[src/rtl/bcd_pkg.sv]
// Shared BCD digit type, digit limits and load-value sanitizer.
// Used by bcd_digit and bcd_counter_n. There is no latency and no flow control.
package bcd_pkg;

  typedef logic [3:0] bcd_digit_t;

  localparam bcd_digit_t BCD_MAX  = 4'd9;
  localparam bcd_digit_t BCD_ZERO = 4'd0;

  // A nibble outside 0..9 is forced to zero so q can never hold a non-BCD digit.
  function automatic bcd_digit_t bcd_sanitize(input bcd_digit_t d);
    return (d > BCD_MAX) ? BCD_ZERO : d;
  endfunction

endpackage

[src/rtl/bcd_digit.sv]
// One BCD digit of the ripple incrementer/decrementer.
// Purely combinational with no latency. It has no flow control; cin acts as the enable.
module bcd_digit
  import bcd_pkg::*;
(
  input  bcd_digit_t d,
  input  logic       cin,
  input  logic       up,
  output bcd_digit_t d_next,
  output logic       cout
);

  always_comb begin
    d_next = d;
    cout   = 1'b0;
    if (cin) begin
      if (up) begin
        if (d == BCD_MAX) begin
          d_next = BCD_ZERO;
          cout   = 1'b1;
        end else begin
          d_next = d + 4'd1;
        end
      end else begin
        if (d == BCD_ZERO) begin
          d_next = BCD_MAX;
          cout   = 1'b1;
        end else begin
          d_next = d - 4'd1;
        end
      end
    end
  end

endmodule

[src/rtl/bcd_counter_n.sv]
// N-digit BCD up/down event counter with parallel load and a one-cycle wrap pulse on carry.
// q updates 1 edge after x rises, or 3 edges when BCD_COUNTER_SYNC_EN is defined. There is no backpressure.
module bcd_counter_n
  import bcd_pkg::*;
#(
  parameter int DIGITS = 2
) (
  input  logic                clk,
  input  logic                reset,
  input  logic                x,
  input  logic                up,
  input  logic                load,
  input  logic [4*DIGITS-1:0] din,
  output logic [4*DIGITS-1:0] q,
  output logic                carry
);

  logic                xs;
  logic                x_d;
  logic                ev;
  logic [DIGITS:0]     c;
  logic [4*DIGITS-1:0] q_next;
  logic [4*DIGITS-1:0] din_clean;
  logic                carry_next;

`ifdef BCD_COUNTER_SYNC_EN
  logic [1:0] x_sync;

  always_ff @(posedge clk or negedge reset) begin
    if (!reset) x_sync <= 2'b00;
    else        x_sync <= {x_sync[0], x};
  end

  assign xs = x_sync[1];
`else
  assign xs = x;
`endif

  // History resets high so an x already high at reset release is not an edge.
  always_ff @(posedge clk or negedge reset) begin
    if (!reset) x_d <= 1'b1;
    else        x_d <= xs;
  end

  assign ev   = xs & ~x_d;
  assign c[0] = ev;

  for (genvar g = 0; g < DIGITS; g++) begin : g_digit
    bcd_digit u_digit (
      .d      (q[4*g +: 4]),
      .cin    (c[g]),
      .up     (up),
      .d_next (q_next[4*g +: 4]),
      .cout   (c[g+1])
    );
    assign din_clean[4*g +: 4] = bcd_sanitize(din[4*g +: 4]);
  end

  assign carry_next = c[DIGITS];

  always_ff @(posedge clk or negedge reset) begin
    if (!reset) begin
      q     <= '0;
      carry <= 1'b0;
    end else if (load) begin
      q     <= din_clean;
      carry <= 1'b0;
    end else if (ev) begin
      q     <= q_next;
      carry <= carry_next;
    end else begin
      carry <= 1'b0;
    end
  end

endmodule
[config.mk]
export PLATFORM = sky130hd
export DESIGN_NAME = bcd_counter_n
export DESIGN_NICKNAME = d
export VERILOG_FILES = /design/src/rtl/bcd_pkg.sv /design/src/rtl/bcd_digit.sv /design/src/rtl/bcd_counter_n.sv
export SDC_FILE = /design/constraint.sdc
export NUM_CORES = 1
export LEC_CHECK = 0
export CORE_MARGIN = 2
export CORE_UTILIZATION = 49
export DETAILED_ROUTE_END_ITERATION = 6
export GPL_TIMING_DRIVEN = 0
export PLACE_DENSITY_LB_ADDON = 0.3
export RECOVER_POWER = 50
export SLEW_MARGIN = 20
export SYNTH_ARGS = -nofsm -noshare
export SYNTH_HDL_FRONTEND = slang
export SYNTH_SLANG_ARGS = --single-unit
[constraint.sdc]
create_clock -name clk -period 1.8 [get_ports clk]
set_clock_uncertainty 0.05 [all_clocks]
set_input_delay 0.27 -clock clk [delete_from_list [all_inputs] [get_ports clk]]
set_output_delay 0.27 -clock clk [all_outputs]
set_load 0.02 [all_outputs]
==> impl_metrics.csv, run 1 <==
group,metric,value,unit
run_status,status,"finished clean",
final_layout,synthToLayoutAreaGrowth,27.8,%
detailed_routing,vias_per_cell,5.56,
setup_path,start_kind,"flop",
placement,place_hpwl,1470,um
floorplan,start_util,52.8,%
sta,finalHoldViolations,0,
floorplan,core,1760,um2
placement,portBuffers,20,
final_layout,drive_gt1_share,20.5,%
sta,worst_slack,110,ps
clocking,cts_made_buffers,3,
sta,fin_crit_sh,93.9,%
floorplan,die_x,47.6,um
clocking,clk_pin_slew,80,ps
synthesis,yosys.area.top_type,"dfrtp_1",
placement,dp.cells,153,
sta,slew_violations,0,
setup_path,cp_top_family,"buffers and inverters",
final_layout,post-route-cell-area,1190,um2
setup_path,cp_slowest_stage_delay,640,ps
clocking,cts_sinks,10,
synthesis,synth_xor_area_share,4.70,%
synthesis,synth-compound-area-share,27.4,%
synthesis,async_flop_share,100,%
grt,use_met3,4.91,%
setup_path,slowest_stage,"clkdlybuf4s50_1",
synthesis,synth_top_family_by_area,"simple AND/OR/NAND/NOR gates",
grt,met1_usage,30.4,%
final_layout,fill_cells,160,
floorplan,ios,22,
setup_path,endpoint_kind,"output pin",
setup_path,crit_fanout,6,
detailed_routing,initialDrtViolationCount,20,
floorplan,die_area,2270,um2
placement,dp_slack,-14.3,ps
synthesis,yosys_warnings,0,
floorplan,rows,15,
synthesis,synth.mux.area_fraction,1.07,%
clocking,cts_buffer_depth,2,
final_layout,layout_common_cells,"clkdlybuf4s50_1, o21ai_0, nand2_1",
grt,antenna_found_initial,0,
hold_path,hold_path.class,"in2reg",
synthesis,synth_top_area_share,24.2,%
clocking,clk_latency,280,ps
setup_path,crit_arrival,1370,ps
sta,rsz0062_at_grt,"false",
setup_path,worst_ep_required_time,1480,ps
final_layout,instances_no_fill,157,
detailed_routing,postRouteAntennaNets,0,
setup_path,critical_path.cell_chain,"clkdlybuf4s50_1",
synthesis,ys_seq_elements,10,
synthesis,synth_cell_types,48,
sta,fin_crit,1690,ps
detailed_routing,dr_total_vias,873,
clocking,cts_tree,"done",
pwr,p_per_area,661,nW/um2
sta,max_slew_margin,66.3,%
clocking,post_cts_buffers,0,
pwr,vdd_drop_max,0.524,mV
detailed_routing,wl_per_cell,13.4,um
detailed_routing,drtPass1Iterations,4,
setup_path,worst-path-buf-inv,1,
synthesis,synth_ff_type,"dfrtp_1",
synthesis,synth-adder-area-share,0,%
detailed_routing,routed_wl,2100,um
sta,fmax,0.592,GHz
clocking,cts_htree_levels,1,
synthesis,synth_fp_nets,121,
grt,grt_usage,20.9,%
sta,holdWs,256,ps
setup_path,path_class,"reg2out",
grt,use_met2,29.7,%
grt,grt_max_degree,11,
synthesis,ys_top_cells_by_area,"dfrtp_1, o21ai_0, xnor2_1, clkbuf_8, nand2_1",
synthesis,synthSimpleGateAreaFrac,27.5,%
floorplan,die_y,47.6,um
pwr,power.total,788,uW
grt,busiest_layer,"met1",
final_layout,layout_commonest_cell,"clkdlybuf4s50_1",
synthesis,syn_area,932,um2
grt,grt_pass1_vias,710,
grt,grt.overflow.total,0,
placement,gp_congestion,0.738,
pwr,power_leakage,0.472,nW
synthesis,synth-edff-count,0,
synthesis,synth-seq-area-share,27.0,%
sta,setup_violations,0,
grt,grt_pass1_wl,3300,um
clocking,cts-root-buf,"clkbuf_4",
synthesis,synth.avg_cell_area,8.63,um2
final_layout,insertedDiodeCount,0,
synthesis,synthCells,108,
job,drv_cap,0,
final_layout,nNetsFinal,146,
detailed_routing,drc,0,
sta,tightest_slew,505,ps
placement,placedInstanceArea,1160,um2
## logic make-up (layout without fill, tap and decap cells)
logic type / count (synthesis) / after routing
AO/OA/AOI/OAI: 35 / 35
XOR/XNOR: 5 / 5
buffers and inverters: 14 / 38
flip-flops: 10 / 10
multiplexers: 1 / 1
AND/OR/NAND/NOR: 43 / 43
## cell usage after synthesis (all sizes together) (2+ instances only)
library cell,number
and2b,2
o21ai,13
and3,2
a31o,2
o221ai,2
nand3b,3
a31oi,2
nand2b,2
xnor2,5
nor2b,2
o22ai,2
inv,3
nor2,6
a21oi,2
o211ai,4
nor3,5
nand3,4
buf,8
nand2,10
clkbuf,3
dfrtp,9
## metal layers
metal	share of wire [%]	wire, um
met3	6.3	133
met5	0	0
met2	45	948
met4	1.4	29
met1	47	990
## registers in the layout (all words and copies together) (netlist names)
name and cells:
q 8, carry 1, x_d 1
## area by class of cell
| class | count | area [um2] | share of cell area [%] |
|---|---|---|---|
| multi-input combinational | 84 | 563 | 47.3 |
| buffer | 11 | 104 | 8.72 |
| inverter | 3 | 11.3 | 0.945 |
| sequential | 10 | 251 | 21.1 |
| timing repair buffer | 20 | 194 | 16.3 |
| tap | 25 | 31.3 | 2.63 |
| clock buffer | 4 | 36.3 | 3.05 |
## path summary, 6_finish.rpt
path	from	end	slack (ps)	cells past startpoint
worst max-delay path	q[0]	q[0]	110	1
worst max register to register	q[3]	q[6]	350	5
worst min-delay path	load	q[3]	260	3
max in group asynchronous	reset	x_d	990	1
min in group asynchronous	reset	q[3]	330	1
worst min register to register	q[1]	carry	590	3
## report_power, final
group | total [mW] | switching (mW) | leakage [nW] | internal (mW)
Sequential | 0.265 | 0.0205 | 0.125 | 0.245
Combinational | 0.306 | 0.155 | 0.326 | 0.150
Clock | 0.217 | 0.0933 | 0.0210 | 0.123
## through the flow
| step | TNS (ps) | util, % |
|---|---|---|
| floorplan | 0 | - |
| global placement | 0 | 66.0 |
| detailed placement | -14.3 | 66.0 |
| CTS | 0 | 68.0 |
| global route | 0 | 67.5 |
| finish | 0 | 67.5 |
## what timing repair did
item / CTS / global route
gates resized for setup: 0 / 1
setup endpoints to repair: 0 / 1
hold buffers: 0 / 0
No activity file was read; power rests on OpenSTA's default activity.
==> run 2: changes to the inputs <==
GPL_TIMING_DRIVEN = default   (was 0)
==> impl_metrics.csv, run 2 (synthesized netlist as in run 1, its figures left out) <==
group,metric,value,unit
setup_path,crit_fanout,13,
sta,tightest_slew,502,ps
sta,worst_slack,78.2,ps
clocking,cts_htree_levels,1,
setup_path,critical_path.startpoint,"q[1]",
detailed_routing,drc,0,
final_layout,drive_gt1_share,21.1,%
sta,rsz0062_at_grt,"false",
clocking,cts_buffer_depth,2,
clocking,cts_sinks,10,
pwr,p_per_area,667,nW/um2
final_layout,top_register,"q",
grt,grt_max_degree,16,
final_layout,largest_reg_flops,8,
floorplan,die_x,47.6,um
final_layout,synthToLayoutAreaGrowth,23.1,%
clocking,clk_pin_slew,70,ps
clocking,clk_latency,270,ps
detailed_routing,postRouteAntennaNets,0,
setup_path,reg2reg_slack,340,ps
placement,portBuffers,21,
clocking,cts_made_buffers,3,
setup_path,cp_slowest_stage_delay,650,ps
grt,grt_pass1_vias,765,
sta,finalHoldViolations,0,
sta,max_slew_margin,66.4,%
placement,dp.cells,149,
placement,dp_slack,-4.88,ps
final_layout,insertedDiodeCount,0,
clocking,hold_buffers,0,
setup_path,path_class,"reg2out",
setup_path,endpoint_kind,"output pin",
grt,grt.overflow.total,0,
sta,fin_setup_tns,0,ps
setup_path,crit_arrival,1400,ps
final_layout,nNetsFinal,142,
setup_path,critical_path_depth,1,
final_layout,layout_common_cells,"clkdlybuf4s50_1, o21ai_0, nand2_1",
placement,place_hpwl,1490,um
setup_path,critical_path.cell_chain,"clkdlybuf4s50_1",
setup_path,worst-path-buf-inv,1,
sta,setup_violations,0,
setup_path,r2r-start,"q[3]",
detailed_routing,vias_per_cell,5.82,
job,drv_cap,0,
setup_path,ff2ff_path_depth,4,
clocking,cts_tree,"done",
final_layout,fin_util,65.0,%
floorplan,core,1760,um2
sta,slew_violations,0,
setup_path,start_kind,"flop",
clocking,cts-root-buf,"clkbuf_4",
floorplan,die_y,47.6,um
sta,fin_crit,1720,ps
run_status,status,"finished clean",
detailed_routing,drtPass1Iterations,4,
final_layout,top_regs,"q (8), carry (1), x_d (1)",
setup_path,cp_top_family,"buffers and inverters",
floorplan,die_area,2270,um2
setup_path,worst_ep_required_time,1480,ps
setup_path,endpoint,"q[1]",
sta,fmax,0.581,GHz
grt,grt_pass1_wl,3290,um
grt,antenna_found_initial,0,
placement,gp_congestion,0.790,
final_layout,instances_no_fill,153,
detailed_routing,routed_wl,2050,um
hold_path,hold_path.class,"in2async",
final_layout,layout_commonest_cell,"clkdlybuf4s50_1",
detailed_routing,initialDrtViolationCount,33,
pwr,vdd_drop_max,0.332,mV
sta,fin_crit_sh,95.7,%
detailed_routing,wl_per_cell,13.4,um
floorplan,ios,22,
detailed_routing,dr_total_vias,890,
floorplan,start_util,52.8,%
setup_path,r2r-end,"q[5]",
setup_path,slowest_stage,"clkdlybuf4s50_1",
floorplan,rows,15,
pwr,power_leakage,0.430,nW
grt,grt_usage,20.8,%
-- run 2: changes by cell type in the layout (fill, tap and decap cells not counted), sizes merged --
| cell | previous run | this run |
|---|---|---|
| buf | 8 | 6 |
| clkdlybuf4s50 | 16 | 18 |
| clkbuf | 8 | 4 |
-- run 2: routing by layer --
metal | global-route usage [%] | up-vias | share of wire (%)
met5 | 0 | - | 0
met3 | 4.91 | 5 | 7.4
met2 | 30.5 | 38 | 45
li1 | - | 440 | -
met4 | 9.19 | 0 | 1.5
met1 | 29.1 | 407 | 46
-- run 2: how the worst min path moves through the flow --
stage / startpoint / endpoint / slack, ps / depth (start not counted)
finish: reset / q[5] / 350 / 1
floorplan: reset / carry / -80 / 0
CTS: reset / carry / 300 / 1
detailed placement: reset / q[3] / 590 / 1
global placement: reset / carry / 580 / 1
global route: reset / carry / 380 / 1
-- run 2: area by class of cell --
class | count | area [um2]
clock buffers | 4 | 36.3
fillers | 160 | 617
repair buffers | 27 | 255
inverters | 3 | 11.3
multi-input cells | 84 | 556
flip-flops and latches | 10 | 258
well taps | 25 | 31.3
-- run 2: metrics by stage --
step / hold WS, ps / power (mW) / instance area [um2]
after floorplan: -75.6 / 0.473 / 932
after global placement: 580 / 0.549 / 1110
after detailed placement: 588 / 0.558 / 1110
after CTS: 295 / 0.771 / 1150
after global routing: 381 / 0.811 / 1150
final: 346 / 0.766 / 1150
-- run 2: report_power, final --
part | switching, mW | internal [mW]
Sequential | 0.0395 | 0.247
Clock | 0.0883 | 0.123
Combinational | 0.132 | 0.135
-- run 2: timing repair --
action,in CTS,in global routing
pin swaps,0,0
endpoints found under the setup margin,3,2
buffers inserted,0,0
gates resized for setup,3,2
